## config.mk

```make
export PLATFORM = sky130hd
export DESIGN_NAME = ccu_loop_seq
export DESIGN_NICKNAME = d
export VERILOG_FILES = /design/src/rtl/ccu_pkg.sv /design/src/rtl/ccu_loop_cnt.sv /design/src/rtl/ccu_loop_seq.sv
export SDC_FILE = /design/constraint.sdc
export NUM_CORES = 1
export LEC_CHECK = 0
export CORE_ASPECT_RATIO = 1.1
export CORE_MARGIN = 5
export CORE_UTILIZATION = 46
export DETAILED_ROUTE_END_ITERATION = 8
export GPL_ROUTABILITY_DRIVEN = 0
export PLACE_DENSITY = 0.78
export REMOVE_ABC_BUFFERS = 1
export SLEW_MARGIN = 20
export SYNTH_ARGS = -nofsm -noshare
export SYNTH_HDL_FRONTEND = slang
export SYNTH_HIERARCHICAL = 1
export SYNTH_SLANG_ARGS = --single-unit
```

## constraint.sdc

```tcl
create_clock -name clk -period 2.15 [get_ports clk]
set_input_delay 0.5375 -clock clk [delete_from_list [all_inputs] [get_ports clk]]
set_output_delay 0.5375 -clock clk [all_outputs]
set_load 0.01 [all_outputs]
```

## src/rtl/ccu_pkg.sv

```systemverilog
// Shared state encoding and default loop widths for the CMP loop sequencer.
// Pure declarations: no latency, no flow control.
package ccu_pkg;

  localparam int LAYER_W = 5;
  localparam int FRM_W   = 6;
  localparam int PAT_W   = 8;

  typedef enum logic [2:0] {
    IDLE    = 3'd0,
    WAITGBF = 3'd1,
    ISSUE   = 3'd2,
    RUN     = 3'd3,
    DONE    = 3'd4
  } ccu_state_e;

endpackage

```

## src/rtl/ccu_loop_cnt.sv

```systemverilog
// Loop index counter with terminal flag; updates on the edge after inc/clr, last is combinational.
// No backpressure: clr wins over inc, and inc at the terminal value wraps to zero.
module ccu_loop_cnt #(
  parameter int W = 8
) (
  input  logic         clk,
  input  logic         rst_n,
  input  logic         clr,
  input  logic         inc,
  input  logic [W-1:0] max,
  output logic [W-1:0] cnt,
  output logic         last
);

  assign last = (cnt == max);

  always_ff @(posedge clk or negedge rst_n) begin
    if (!rst_n) begin
      cnt <= '0;
    end else if (clr) begin
      cnt <= '0;
    end else if (inc) begin
      cnt <= last ? '0 : cnt + 1'b1;
    end
  end

endmodule

```

## src/rtl/ccu_loop_seq.sv

```systemverilog
// Layer/frame/patch loop sequencer for CMP; one pat_start per patch, next patch one cycle after pat_done.
// Stalls in WAITGBF until gbf_val and in RUN until pat_done; abort returns to IDLE on the next edge.
module ccu_loop_seq
  import ccu_pkg::*;
#(
  parameter int LAYER_W = ccu_pkg::LAYER_W,
  parameter int FRM_W   = ccu_pkg::FRM_W,
  parameter int PAT_W   = ccu_pkg::PAT_W
) (
  input  logic               clk,
  input  logic               rst_n,
  input  logic               cfg_load,
  input  logic [LAYER_W-1:0] cfg_num_layer,
  input  logic [FRM_W-1:0]   cfg_num_frm,
  input  logic [PAT_W-1:0]   cfg_num_pat,
  input  logic               top_sta,
  input  logic               gbf_val,
  input  logic               pat_done,
  input  logic               abort,
  output logic               pat_start,
  output logic               fnh_frm,
  output logic               rst_layer,
  output logic               fnh_net,
  output logic               busy,
  output logic [LAYER_W-1:0] layer_idx,
  output logic [FRM_W-1:0]   frm_idx,
  output logic [PAT_W-1:0]   pat_idx
);

  ccu_state_e         state_q, state_d;
  logic [LAYER_W-1:0] cfg_layer_q;
  logic [FRM_W-1:0]   cfg_frm_q;
  logic [PAT_W-1:0]   cfg_pat_q;
  logic               pat_last, frm_last, layer_last;
  logic               cnt_clr, pat_inc, frm_inc, layer_inc;
  logic               fnh_frm_d, rst_layer_d;
  logic               fnh_frm_q, rst_layer_q;

  always_ff @(posedge clk or negedge rst_n) begin
    if (!rst_n) begin
      state_q     <= IDLE;
      fnh_frm_q   <= 1'b0;
      rst_layer_q <= 1'b0;
      cfg_layer_q <= '0;
      cfg_frm_q   <= '0;
      cfg_pat_q   <= '0;
    end else begin
      state_q     <= state_d;
      fnh_frm_q   <= fnh_frm_d;
      rst_layer_q <= rst_layer_d;
      if (state_q == IDLE && cfg_load) begin
        cfg_layer_q <= cfg_num_layer;
        cfg_frm_q   <= cfg_num_frm;
        cfg_pat_q   <= cfg_num_pat;
      end
    end
  end

  always_comb begin
    state_d   = state_q;
    fnh_frm_d = 1'b0;
    case (state_q)
      IDLE:    if (top_sta) state_d = WAITGBF;
      WAITGBF: if (gbf_val) state_d = ISSUE;
      ISSUE:   state_d = RUN;
      RUN: begin
        if (pat_done) begin
          if (!pat_last) begin
            state_d = ISSUE;
          end else begin
            fnh_frm_d = 1'b1;
            if (!frm_last)        state_d = ISSUE;
            else if (!layer_last) state_d = WAITGBF;
            else                  state_d = DONE;
          end
        end
      end
      DONE:    state_d = IDLE;
      default: state_d = IDLE;
    endcase
    if (abort) begin
      state_d   = IDLE;
      fnh_frm_d = 1'b0;
    end
    rst_layer_d = (state_d == WAITGBF) && (state_q != WAITGBF);
  end

  // Indices hold on the final patch so they still name it while DONE is presented.
  assign cnt_clr   = abort || (state_q == IDLE);
  assign pat_inc   = (state_q == RUN) && pat_done && !(pat_last && frm_last && layer_last);
  assign frm_inc   = pat_inc && pat_last;
  assign layer_inc = frm_inc && frm_last;

  ccu_loop_cnt #(.W(PAT_W)) u_pat_cnt (
    .clk(clk), .rst_n(rst_n), .clr(cnt_clr), .inc(pat_inc),
    .max(cfg_pat_q), .cnt(pat_idx), .last(pat_last)
  );

  ccu_loop_cnt #(.W(FRM_W)) u_frm_cnt (
    .clk(clk), .rst_n(rst_n), .clr(cnt_clr), .inc(frm_inc),
    .max(cfg_frm_q), .cnt(frm_idx), .last(frm_last)
  );

  ccu_loop_cnt #(.W(LAYER_W)) u_layer_cnt (
    .clk(clk), .rst_n(rst_n), .clr(cnt_clr), .inc(layer_inc),
    .max(cfg_layer_q), .cnt(layer_idx), .last(layer_last)
  );

  assign pat_start = (state_q == ISSUE);
  assign fnh_net   = (state_q == DONE);
  assign busy      = (state_q != IDLE);
  assign fnh_frm   = fnh_frm_q;
  assign rst_layer = rst_layer_q;

endmodule

```

Yosys cells after proc, flatten, opt, wreduce, memory -nomap -nowiden. Cells that the tools add are included.

Flip-flop bits (word level): 43. Latch bits: 0. RAM bits: 0. Memory bits (read-only): 0. Output and inout port bits: 24. Memories: 0.

Add/subtract/negate cells: 3. Multipliers: 0. Divide/modulo/power cells: 0. Magnitude comparators: 0. Eq/ne operators: 9. Shift-type cells: 0. Muxes and demuxes: 21. Bitwise logic cells: 0. Reduce and logical (&&, ||, !) cells: 15.

Operator list (number): $mux W8 (3); $mux W3 (7); $mux W6 (3); $mux W5 (3); $pmux W3 S4 (1); $add A8 B1 Y8 const B (1); $eq A8 B8 Y1 (1); $logic_and A1 B1 Y1 (8); $add A6 B1 Y6 const B (1); $eq A3 B1 Y1 const B (2); $eq A3 B2 Y1 const B (2); $eq A6 B6 Y1 (1); $reduce_bool A2 Y1 (3); $add A5 B1 Y5 const B (1); $eq A5 B5 Y1 (1); $mux W1 (4); $eq A3 B3 Y1 const B (1); $logic_not A3 Y1 (1); $ne A3 B1 Y1 const B (1); $reduce_bool A3 Y1 (1); $logic_not A1 Y1 (1); $logic_or A1 B1 Y1 (1).

Depth between registers and ports, before layout. Gate-level depths: netlist of run 1.

Depth in word-level cells: 9. Gate-level depth with buffers: 10.

By module. Netlist of run 1, hierarchy kept.

By module, submodules not included: ccu_loop_seq (instances 1, cells an instance 76, area each 1089.8 µm²); ccu_loop_cnt (u_pat_cnt) (instances 1, cells an instance 56, area each 528.0 µm²); ccu_loop_cnt (u_frm_cnt) (instances 1, cells an instance 37, area each 399.1 µm²); ccu_loop_cnt (u_layer_cnt) (instances 1, cells an instance 40, area each 389.1 µm²).

Worst setup path before layout of run 1. OpenSTA, ideal clock, no wires.

Path kind: register -> register. From: register u_pat_cnt.cnt[6]. To: register u_frm_cnt.cnt[4]. Setup time: 94 ps. Data arrival time: 2263 ps. Data required time: 2056 ps. Path slack: -207 ps. Stages on the path, launching flop included: 11. Buffers on the path: 1. Period minus slack after synthesis: 2357 ps. Path through: dfrtp_1 -> xnor2_1 -> nand4_2 -> nor2_1 -> inv_1 -> or2_2 -> a21oi_1 -> buf_2 -> o2111ai_1 -> xor2_1 -> a211oi_1.

Longest elaborated chain between the ends: 7.

RTL lines: from (decl) (RTL line ccu_loop_cnt.sv:11) `output logic [W-1:0] cnt,`; from (signal assigned) (RTL line ccu_loop_cnt.sv:23) `cnt <= last ? '0 : cnt + 1'b1;`; $eq A8 B8 Y1 * (RTL line ccu_loop_cnt.sv:15) `assign last = (cnt == max);`; named net pat_last (RTL line ccu_loop_seq.sv:34) `logic pat_last, frm_last, layer_last;`; $logic_and A1 B1 Y1 (2 in series) (RTL line ccu_loop_seq.sv:90) `assign pat_inc = (state_q == RUN) && pat_done && !(pat_last && frm_last && layer_last);`; $logic_not A1 Y1 (RTL line ccu_loop_seq.sv:90); $logic_and A1 B1 Y1 (RTL line ccu_loop_seq.sv:90); $logic_and A1 B1 Y1 * (RTL line ccu_loop_seq.sv:91) `assign frm_inc = pat_inc && pat_last;`; named net frm_inc (RTL line ccu_loop_seq.sv:35) `logic cnt_clr, pat_inc, frm_inc, layer_inc;`; $reduce_bool A2 Y1 (no source line) *; to (signal assigned) (RTL line ccu_loop_cnt.sv:23); to (decl) (RTL line ccu_loop_cnt.sv:11).

The timed path passes the listed nets; every way through them passes the cells marked *. A chain may end at the register's enable or synchronous reset.

Final worst setup path of run 1.
From: register cfg_pat_q[5]. To: register u_frm_cnt.cnt[5].

Longest elaborated chain between the ends: 7.

RTL lines: from (decl) (RTL line ccu_loop_seq.sv:33) `logic [PAT_W-1:0] cfg_pat_q;`; from (signal assigned) (RTL line ccu_loop_seq.sv:54) `cfg_pat_q <= cfg_num_pat;`; $eq A8 B8 Y1 * (RTL line ccu_loop_cnt.sv:15); named net pat_last (RTL line ccu_loop_seq.sv:34); $logic_and A1 B1 Y1 (2 in series) (RTL line ccu_loop_seq.sv:90); $logic_not A1 Y1 (RTL line ccu_loop_seq.sv:90); $logic_and A1 B1 Y1 (RTL line ccu_loop_seq.sv:90); $logic_and A1 B1 Y1 * (RTL line ccu_loop_seq.sv:91); named net frm_inc (RTL line ccu_loop_seq.sv:35); $reduce_bool A2 Y1 (no source line) *.

Marks and branches as above.

==> results_dict.tcl, run 1 <==
set metrics [dict create \
    status "complete, no violations" \
    leakage_nw 1.61 \
    path_cells "xnor2_2, nand4_2, nor2_2, inv_1, or2_4, a21oi_4, buf_6, o2111ai_4, nor2_4, xnor2_2, a211oi_2" \
    syn_inst 209 \
    fin_crit_sh 0.994 \
    grt_max_degree 23 \
    dr_total_vias 2000 \
    layout_common_cells "buf_4 (49), clkdlybuf4s50_1 (45), dfrtp_1 (43)" \
    syn_area_sq_mm 0.00241 \
    cp_num_buf_inv 2 \
    synth_edf_count 0 \
    diodes 0 \
    worstSetupStartpointType "register" \
    clkTransAtPathRegs_ns 0.08 \
    grtUsageMet3 0.0399 \
    coreArea_sq_mm 0.00503 \
    cpPeakStageDelay_ns 0.42 \
    tightest_slew_ns 0.532 \
    dp_hpwl_mm 4.26 \
    cts_tree "built" \
    routed_via_density 5.38 \
    endpoint_kind "register" \
    max-cap-violations 0 \
    placed_cell_area_sq_mm 0.00328 \
    ios 50 \
    worstPathRequired_ns 2.37 \
    setup_viol 0 \
    rsz0062_at_grt "yes" \
    busiest_layer "met2" \
    met1_usage 0.194 \
    syn_avg_cell_area_sq_um 11.5 \
    drive_gt1_frac 0.363 \
    cp.arrival_ns 2.35 \
    ys_async_sr_fraction 1.00 \
    synth-seq-cells 43 \
    cts-buffers-inserted 5 \
    fmax_mhz 468 \
    cellPowerDensity_mw_per_mm2 581 \
    cp_top_family "simple AND/OR/NAND/NOR gates" \
    cts_sinks 43 \
    die_height_um 85.9 \
    grt_usage 0.171 \
    ant_nets 0 \
    clk_latency_ns 0.30 \
    fin_crit_ns 2.14 \
    fin_area_sq_mm 0.00362 \
    globalRouteMet2Util 0.319 \
    grt_overflow 0 \
    grt_pass1_vias 1954 \
    drv_slew 0 \
    ys.flop_type "dfrtp_1" \
    drt_iter0_markers 75 \
    synth.distinct_cells 57 \
    min_path_type "in -> async" \
    drt-total-wl_mm 5.87 \
    finClkSkew_ns 0.00726 \
    area_delta_synth_final_pct 50.3 \
    route.detailed.drc 0 \
    max-clock-path-buffers 2 \
    num_rows 27 \
    ys_warn_count 6 \
    cts.root.buffer_cell "clkbuf_8" \
    cts_max_level 2 \
    antenna_found_initial 0 \
    cp_slowest_cell "dfrtp_1" \
    cp_max_fo 6 \
    worstSetupPathType "reg -> reg" \
    cp_common_cell "xnor2_2" \
    finalHoldViolations 0 \
    ir_drop_uv 293 \
    synth.yosys.seq_area_share 0.447 \
    final_common_cell "buf_4" \
    slew_headroom 0.645 \
    numPortBuffers 49 \
    fin_tns_setup_ns 0 \
    dieArea_sq_mm 0.00678 \
    dieWidth_um 79.0 \
    grt_pass1_wl_mm 9.09 \
    hold_buffers 0 \
    post_drt_wl_per_cell_um 15.8 \
    start_util 0.478 \
    nets 342 \
    firstDrtPassIters 4 \
]
[worst register-to-register path, stage by stage, from the launching register on]
cell,delay [ns]
dfrtp_1,0.42
xnor2_2,0.20
nand4_2,0.16
nor2_2,0.18
inv_1,0.06
or2_4,0.24
a21oi_4,0.11
buf_6,0.14
o2111ai_4,0.16
nor2_4,0.16
xnor2_2,0.09
a211oi_2,0.14
[path summary, 6_finish.rpt]
check | startpoint | to | slack [ns] | cells after the start
max | cfg_pat_q[5] | u_frm_cnt/cnt[5] | 0.01 | 11
min | rst_n | rst_layer | 0.21 | 1
max reg2reg | cfg_pat_q[5] | u_frm_cnt/cnt[5] | 0.01 | 11
min reg2reg | cfg_frm_q[4] | cfg_frm_q[4] | 0.54 | 1
max in group asynchronous | rst_n | cfg_frm_q[3] | 1.43 | 2
min in group clk | cfg_frm_q[4] | cfg_frm_q[4] | 0.54 | 1
[kinds of logic (layout without fill, tap and decap cells)]
logic type | count (synthesis) | in the layout | share of synthesized area
flip-flops | 43 | 43 | 0.447
buffers and inverters | 15 | 120 | 0.0364
multiplexers | 21 | 21 | 0.113
AO/OA/AOI/OAI | 35 | 35 | 0.118
AND/OR/NAND/NOR | 64 | 64 | 0.165
XOR/XNOR | 28 | 28 | 0.105
adder cells (fa/ha/maj) | 3 | 3 | 0.0156
[repair_timing]
item / CTS / global route
resized for setup: 9 / 23
pin swaps: 4 / 25
hold endpoints to repair: 0 / 0
setup buffers: 0 / 10
endpoints found under the setup margin: 5 / 16
gates cloned: 0 / 0
[per-layer routing]
layer,wire (um),up-vias
li1,-,945
met1,2430,997
met2,3170,50
met3,221,8
met4,62,0
met5,0,-
[per-stage QoR]
stage | setup slack (ns) | util | cells | power [W] | hold WS (ns)
3_3_place_gp | -0.176 | 0.651 | 354 | 0.00139 | 0.516
3_5_place_dp | -0.228 | 0.651 | 354 | 0.00140 | 0.519
5_1_grt | -0.0806 | 0.719 | 372 | 0.00218 | 0.247
4_1_cts | -0.0457 | 0.684 | 362 | 0.00207 | 0.216
6_report | 0.0124 | 0.719 | 372 | 0.00210 | 0.207
2_1_floorplan | -0.445 | - | 203 | 0.00120 | 0.242
[final cells by class]
class	instances	area, sq um
Clock inverter	2	35.0
Timing Repair Buffer	103	940
Multi-Input combinational cell	151	1380
Tap cell	58	72.6
Fill cell	345	1420
Sequential cell	43	1080
Inverter	9	33.8
Clock buffer	6	82.6
[state kept, by name, indices dropped and copies added (netlist names)]
register	cells
u_frm_cnt/cnt	6
fnh_frm	1
cfg_frm_q	6
cfg_layer_q	5
cfg_pat_q	8
u_pat_cnt/cnt	8
u_layer_cnt/cnt	5
state_q	3
rst_layer	1
[power breakdown]
group / switching [W] / internal [W]
logic: 0.000193 / 0.000294
registers: 0.0000680 / 0.000886
clock network: 0.000286 / 0.000376
total: 0.000547 / 0.00156
[synthesized netlist by cell type (all sizes together) (3+ instances only)]
cell type	number	area (sq um)
o311ai	3	26.3
nand3	5	25.0
nor2	16	78.8
o2111ai	3	32.5
or2b	3	22.5
or2	3	18.8
ha	3	37.5
mux2	19	251
o21ai	8	43.8
nor3b	3	22.5
buf	6	53.8
xor2	11	104
nor2b	3	18.8
o31ai	3	36.3
nor3	5	41.3
a211oi	4	35.0
nand4	4	37.5
xnor2	17	149
inv	9	33.8
dfrtp	43	1080
nand2	10	37.5
Power figures use the tool's default switching activity.
==> run 2, diff against run 1 <==
--- a/config.mk
+++ b/config.mk
@@ -10,10 +10,11 @@
 export CORE_UTILIZATION = 46
 export DETAILED_ROUTE_END_ITERATION = 8
 export GPL_ROUTABILITY_DRIVEN = 0
-export PLACE_DENSITY = 0.78
+export PLACE_DENSITY = 0.85
 export REMOVE_ABC_BUFFERS = 1
 export SLEW_MARGIN = 20
 export SYNTH_ARGS = -nofsm -noshare
 export SYNTH_HDL_FRONTEND = slang
 export SYNTH_HIERARCHICAL = 1
 export SYNTH_SLANG_ARGS = --single-unit
+export TNS_END_PERCENT = 50
==> results_dict.tcl, run 2 (same netlist as run 1, synthesis figures left out) <==
set metrics [dict create \
    status "complete, no violations" \
    cp_slowest_cell "dfrtp_1" \
    grt_pass1_wl_mm 9.59 \
    cpPeakStageDelay_ns 0.40 \
    dieWidth_um 79.0 \
    firstDrtPassIters 4 \
    p_total_w 0.00189 \
    max-clock-path-buffers 2 \
    cp_num_buf_inv 1 \
    min_path_type "in -> async" \
    slew_headroom 0.657 \
    ff_latch_area_sq_mm 0.00108 \
    grt_overflow 0 \
    routed_via_density 5.26 \
    finClkSkew_ns 0.00877 \
    final_common_cell "clkdlybuf4s50_1" \
    clkTransAtPathRegs_ns 0.08 \
    nFillCells 389 \
    dpl_worst_slack_ns -0.235 \
    grt_pass1_vias 2016 \
    layout_common_cells "clkdlybuf4s50_1 (45), dfrtp_1 (43), buf_4 (43)" \
    num_rows 27 \
    leakage_nw 1.53 \
    drv_slew 0 \
    worstPathRequired_ns 2.37 \
    cellPowerDensity_mw_per_mm2 541 \
    numPortBuffers 49 \
    tightest_slew_ns 0.515 \
    diodes 0 \
    fin_crit_sh 0.978 \
    dp_hpwl_mm 4.33 \
    cts_tree "built" \
    cp_top_family "simple AND/OR/NAND/NOR gates" \
    worstSetupPathType "reg -> reg" \
    post_drt_wl_per_cell_um 15.7 \
    ir_drop_uv 345 \
    fin_crit_ns 2.10 \
    cts_max_level 2 \
    cp.arrival_ns 2.32 \
    finalHoldViolations 0 \
    worstSetupStartpointType "register" \
    cts_sinks 43 \
    path_cells "xnor2_1, nand4_1, nor3_4, nand2_1, nor3_1, buf_4, nand3b_1, a31o_1, a31oi_1" \
    rsz0062_at_grt "yes" \
    grt_max_degree 24 \
    grt_usage 0.179 \
    endpoint_kind "register" \
    antenna_found_initial 0 \
    clk_latency_ns 0.30 \
    cts-buffers-inserted 5 \
    dr_total_vias 1926 \
    cp_max_fo 9 \
    ant_nets 0 \
    largest_registers "cfg_pat_q x8, u_pat_cnt/cnt x8" \
    cts.root.buffer_cell "clkbuf_8" \
    start_util 0.478 \
    multi_input_area_sq_mm 0.00134 \
    max-cap-violations 0 \
    nets 336 \
    fin_ws_ns 0.0471 \
    area_delta_synth_final_pct 45.0 \
    route.detailed.drc 0 \
    drt-total-wl_mm 5.74 \
    drt_iter0_markers 41 \
    ios 50 \
    coreArea_sq_mm 0.00503 \
    dieArea_sq_mm 0.00678 \
    drive_gt1_frac 0.331 \
    fmax_mhz 476 \
    setup_viol 0 \
    die_height_um 85.9 \
]
-- run 2: path summary, 6_finish.rpt --
kind | startpoint | end | slack (ns) | depth (start not counted)
worst max register to register | cfg_frm_q[0] | u_layer_cnt/cnt[2] | 0.05 | 9
min in group clk | cfg_layer_q[2] | cfg_layer_q[2] | 0.53 | 1
worst min-delay path | rst_n | cfg_pat_q[3] | 0.21 | 1
max in group asynchronous | rst_n | cfg_layer_q[1] | 1.44 | 2
worst min register to register | cfg_layer_q[2] | cfg_layer_q[2] | 0.53 | 1
worst max-delay path | cfg_frm_q[0] | u_layer_cnt/cnt[2] | 0.05 | 9
-- run 2: area by class of cell --
| class | instances | share of cell area |
|---|---|---|
| Clock buffer | 7 | 0.0219 |
| Clock inverter | 1 | 0.00143 |
| Inverter | 9 | 0.00968 |
| Multi-Input combinational cell | 151 | 0.384 |
| Sequential cell | 43 | 0.308 |
| Tap cell | 58 | 0.0208 |
| Timing Repair Buffer | 97 | 0.254 |
-- run 2: timing repair --
action                                  in CTS  in global routing
pin swaps                                    5                 23
setup buffers                                3                  4
endpoints found under the setup margin      15                 14
gates resized for setup                     10                 13
hold buffers                                 0                  0
gates cloned                                 0                  0
-- run 2: layer usage --
layer	routed length (um)	part of all wire	GRT usage
met5	0	0	0
met1	2450	0.43	0.218
met3	255	0.044	0.0368
met4	53	0.0092	0.0531
met2	2980	0.52	0.318
-- run 2: through the flow --
stage / hold slack, ns / cell area [sq um] / std cells / setup TNS (ns) / utilization
after global routing: 0.245 / 3490 / 366 / -0.487 / 0.693
after detailed placement: 0.520 / 3260 / 352 / -1.49 / 0.648
final: 0.208 / 3490 / 366 / 0 / 0.693
after floorplan: 0.242 / 2350 / 203 / -2.51 / -
after global placement: 0.512 / 3260 / 352 / -0.716 / 0.648
after CTS: 0.214 / 3400 / 363 / 0 / 0.676
-- run 2: power breakdown --
part           internal [W]  switching, W
registers          0.000886     0.0000629
logic              0.000262      0.000184
clock network      0.000228      0.000267
total               0.00138      0.000514
==> run 3, diff against run 2 <==
--- a/config.mk
+++ b/config.mk
@@ -12,6 +12,7 @@
 export GPL_ROUTABILITY_DRIVEN = 0
 export PLACE_DENSITY = 0.85
 export REMOVE_ABC_BUFFERS = 1
+export SKIP_LAST_GASP = 1
 export SLEW_MARGIN = 20
 export SYNTH_ARGS = -nofsm -noshare
 export SYNTH_HDL_FRONTEND = slang
==> results_dict.tcl, run 3 (same netlist as run 1, synthesis figures left out) <==
set metrics [dict create \
    max-clock-path-buffers 2 \
    grt_pass1_vias 2014 \
    clkTransAtPathRegs_ns 0.08 \
    finClkSkew_ns 0.00773 \
    routed_via_density 5.36 \
    fin_crit_sh 1.00 \
    ios 50 \
    violations "negative setup slack" \
    max-cap-violations 0 \
    worstSetupStartpointType "register" \
    cp_slowest_cell "clkdlybuf4s50_1" \
    firstDrtPassIters 4 \
    status "finished with violations" \
    diodes 0 \
    clk_latency_ns 0.30 \
    drive_gt1_frac 0.333 \
    drv_slew 0 \
    numPortBuffers 49 \
    cp.arrival_ns 1.61 \
    dp_hpwl_mm 4.33 \
    grt_overflow 0 \
    ant_nets 0 \
    dr_total_vias 1967 \
    rsz0062_at_grt "yes" \
    fin_crit_ns 2.15 \
    slew_headroom 0.657 \
    cpPeakStageDelay_ns 0.57 \
    grt_max_degree 24 \
    cp_num_buf_inv 2 \
    cp_max_fo 8 \
    ir_drop_uv 346 \
    final_common_cell "clkdlybuf4s50_1" \
    grt_usage 0.178 \
    die_height_um 85.9 \
    finalHoldViolations 0 \
    coreArea_sq_mm 0.00503 \
    num_rows 27 \
    largest_registers "cfg_pat_q x8, u_pat_cnt/cnt x8" \
    cellPowerDensity_mw_per_mm2 541 \
    drt_iter0_markers 44 \
    fin_cells 367 \
    dieArea_sq_mm 0.00678 \
    nets 337 \
    route.detailed.drc 0 \
    layout_common_cells "clkdlybuf4s50_1 (46), buf_4 (44), dfrtp_1 (43)" \
    post_drt_wl_per_cell_um 16.0 \
    endpoint_kind "output port" \
    start_util 0.478 \
    cts.root.buffer_cell "clkbuf_8" \
    fmax_mhz 465 \
    cp_top_family "buffers and inverters" \
    route.met3.wl_um 264 \
    top_layer "met4" \
    place_inst 352 \
    setup_viol 1 \
    holdWs_ns 0.208 \
    grt_pass1_wl_mm 9.58 \
    dr_wl_met2_mm 3.10 \
    cts_tree "built" \
    min_path_type "in -> async" \
    leakage_nw 1.54 \
    antenna_found_initial 0 \
    area_delta_synth_final_pct 45.3 \
    path_cells "buf_4, nor3b_1, clkdlybuf4s50_1" \
    met1Wirelength_mm 2.45 \
    cts_max_level 2 \
    cts_sinks 43 \
    fin_ws_ns -0.000585 \
    cts-buffers-inserted 5 \
    drt-total-wl_mm 5.87 \
    dpl_worst_slack_ns -0.235 \
    worstPathRequired_ns 1.61 \
    dieWidth_um 79.0 \
    tightest_slew_ns 0.514 \
    worstSetupPathType "reg -> out" \
]
## run 3: cell count changes in the layout (fill, tap and decap cells not counted)
cell / delta
o311ai_1: -1
o311ai_0: +1
buf_4: +1
dlymetal6s2s_1: +1
nor3b_4: -1
dlygate4sd2_1: -2
nor3b_2: +1
clkdlybuf4s50_1: +1
## run 3: worst reg2reg max path, delay by kind of cell, from the launching register on
family / cells / cell delay [ns]
AOI/OAI and AO/OA: 1 / 0.30
xor gates and xnor gates: 2 / 0.34
DFF: 1 / 0.40
and+or+nand+nor: 6 / 0.93
## run 3: layer usage
metal  vias up  GRT usage
li1        941          -
met1       964      0.218
met2        53      0.317
met3         9     0.0368
met4         0     0.0531
met5         -          0
## run 3: worst paths after layout
| kind | end | startpoint | slack (ns) | cells after the start |
|---|---|---|---|---|
| setup reg to reg | u_pat_cnt/cnt[5] | cfg_frm_q[0] | 0.07 | 9 |
| hold / removal | cfg_pat_q[3] | rst_n | 0.21 | 1 |
| hold reg to reg | cfg_layer_q[2] | cfg_layer_q[2] | 0.53 | 1 |
| max in group asynchronous | state_q[2] | rst_n | 1.44 | 2 |
| setup / recovery | fnh_net | state_q[1] | -0.0006 | 3 |
| min in group clk | cfg_layer_q[2] | cfg_layer_q[2] | 0.53 | 1 |
## run 3: stage by stage
| step | cell area (sq um) | setup TNS [ns] | utilization | power [W] |
|---|---|---|---|---|
| global placement | 3260 | -0.716 | 0.648 | 0.00137 |
| finish | 3500 | -0.000585 | 0.695 | 0.00189 |
| floorplan | 2350 | -2.51 | - | 0.00120 |
| detailed placement | 3260 | -1.49 | 0.648 | 0.00139 |
| CTS | 3400 | -0.0904 | 0.675 | 0.00190 |
| global route | 3500 | -0.421 | 0.695 | 0.00199 |
## run 3: repair_timing
action,CTS,global route
pin swaps,4,22
endpoints found under the setup margin,15,16
hold buffers,0,0
resized for setup,6,14
buffers inserted,3,6
endpoints found under the hold margin,0,0
## run 3: final cells by class
cell class / count / area (sq um)
Clock inverter: 1 / 5.00
Multi-Input combinational cell: 151 / 1330
Clock buffer: 7 / 76.3
Timing Repair Buffer: 98 / 900
Inverter: 9 / 33.8
Tap cell: 58 / 72.6
Sequential cell: 43 / 1080
Fill cell: 384 / 1540
## run 3: power breakdown
group,leakage [nW],internal (W),switching (W)
sequential,0.555,0.000886,0.0000631
clock,0.0422,0.000228,0.000268
combinational,0.939,0.000262,0.000186
total,1.54,0.00138,0.000517
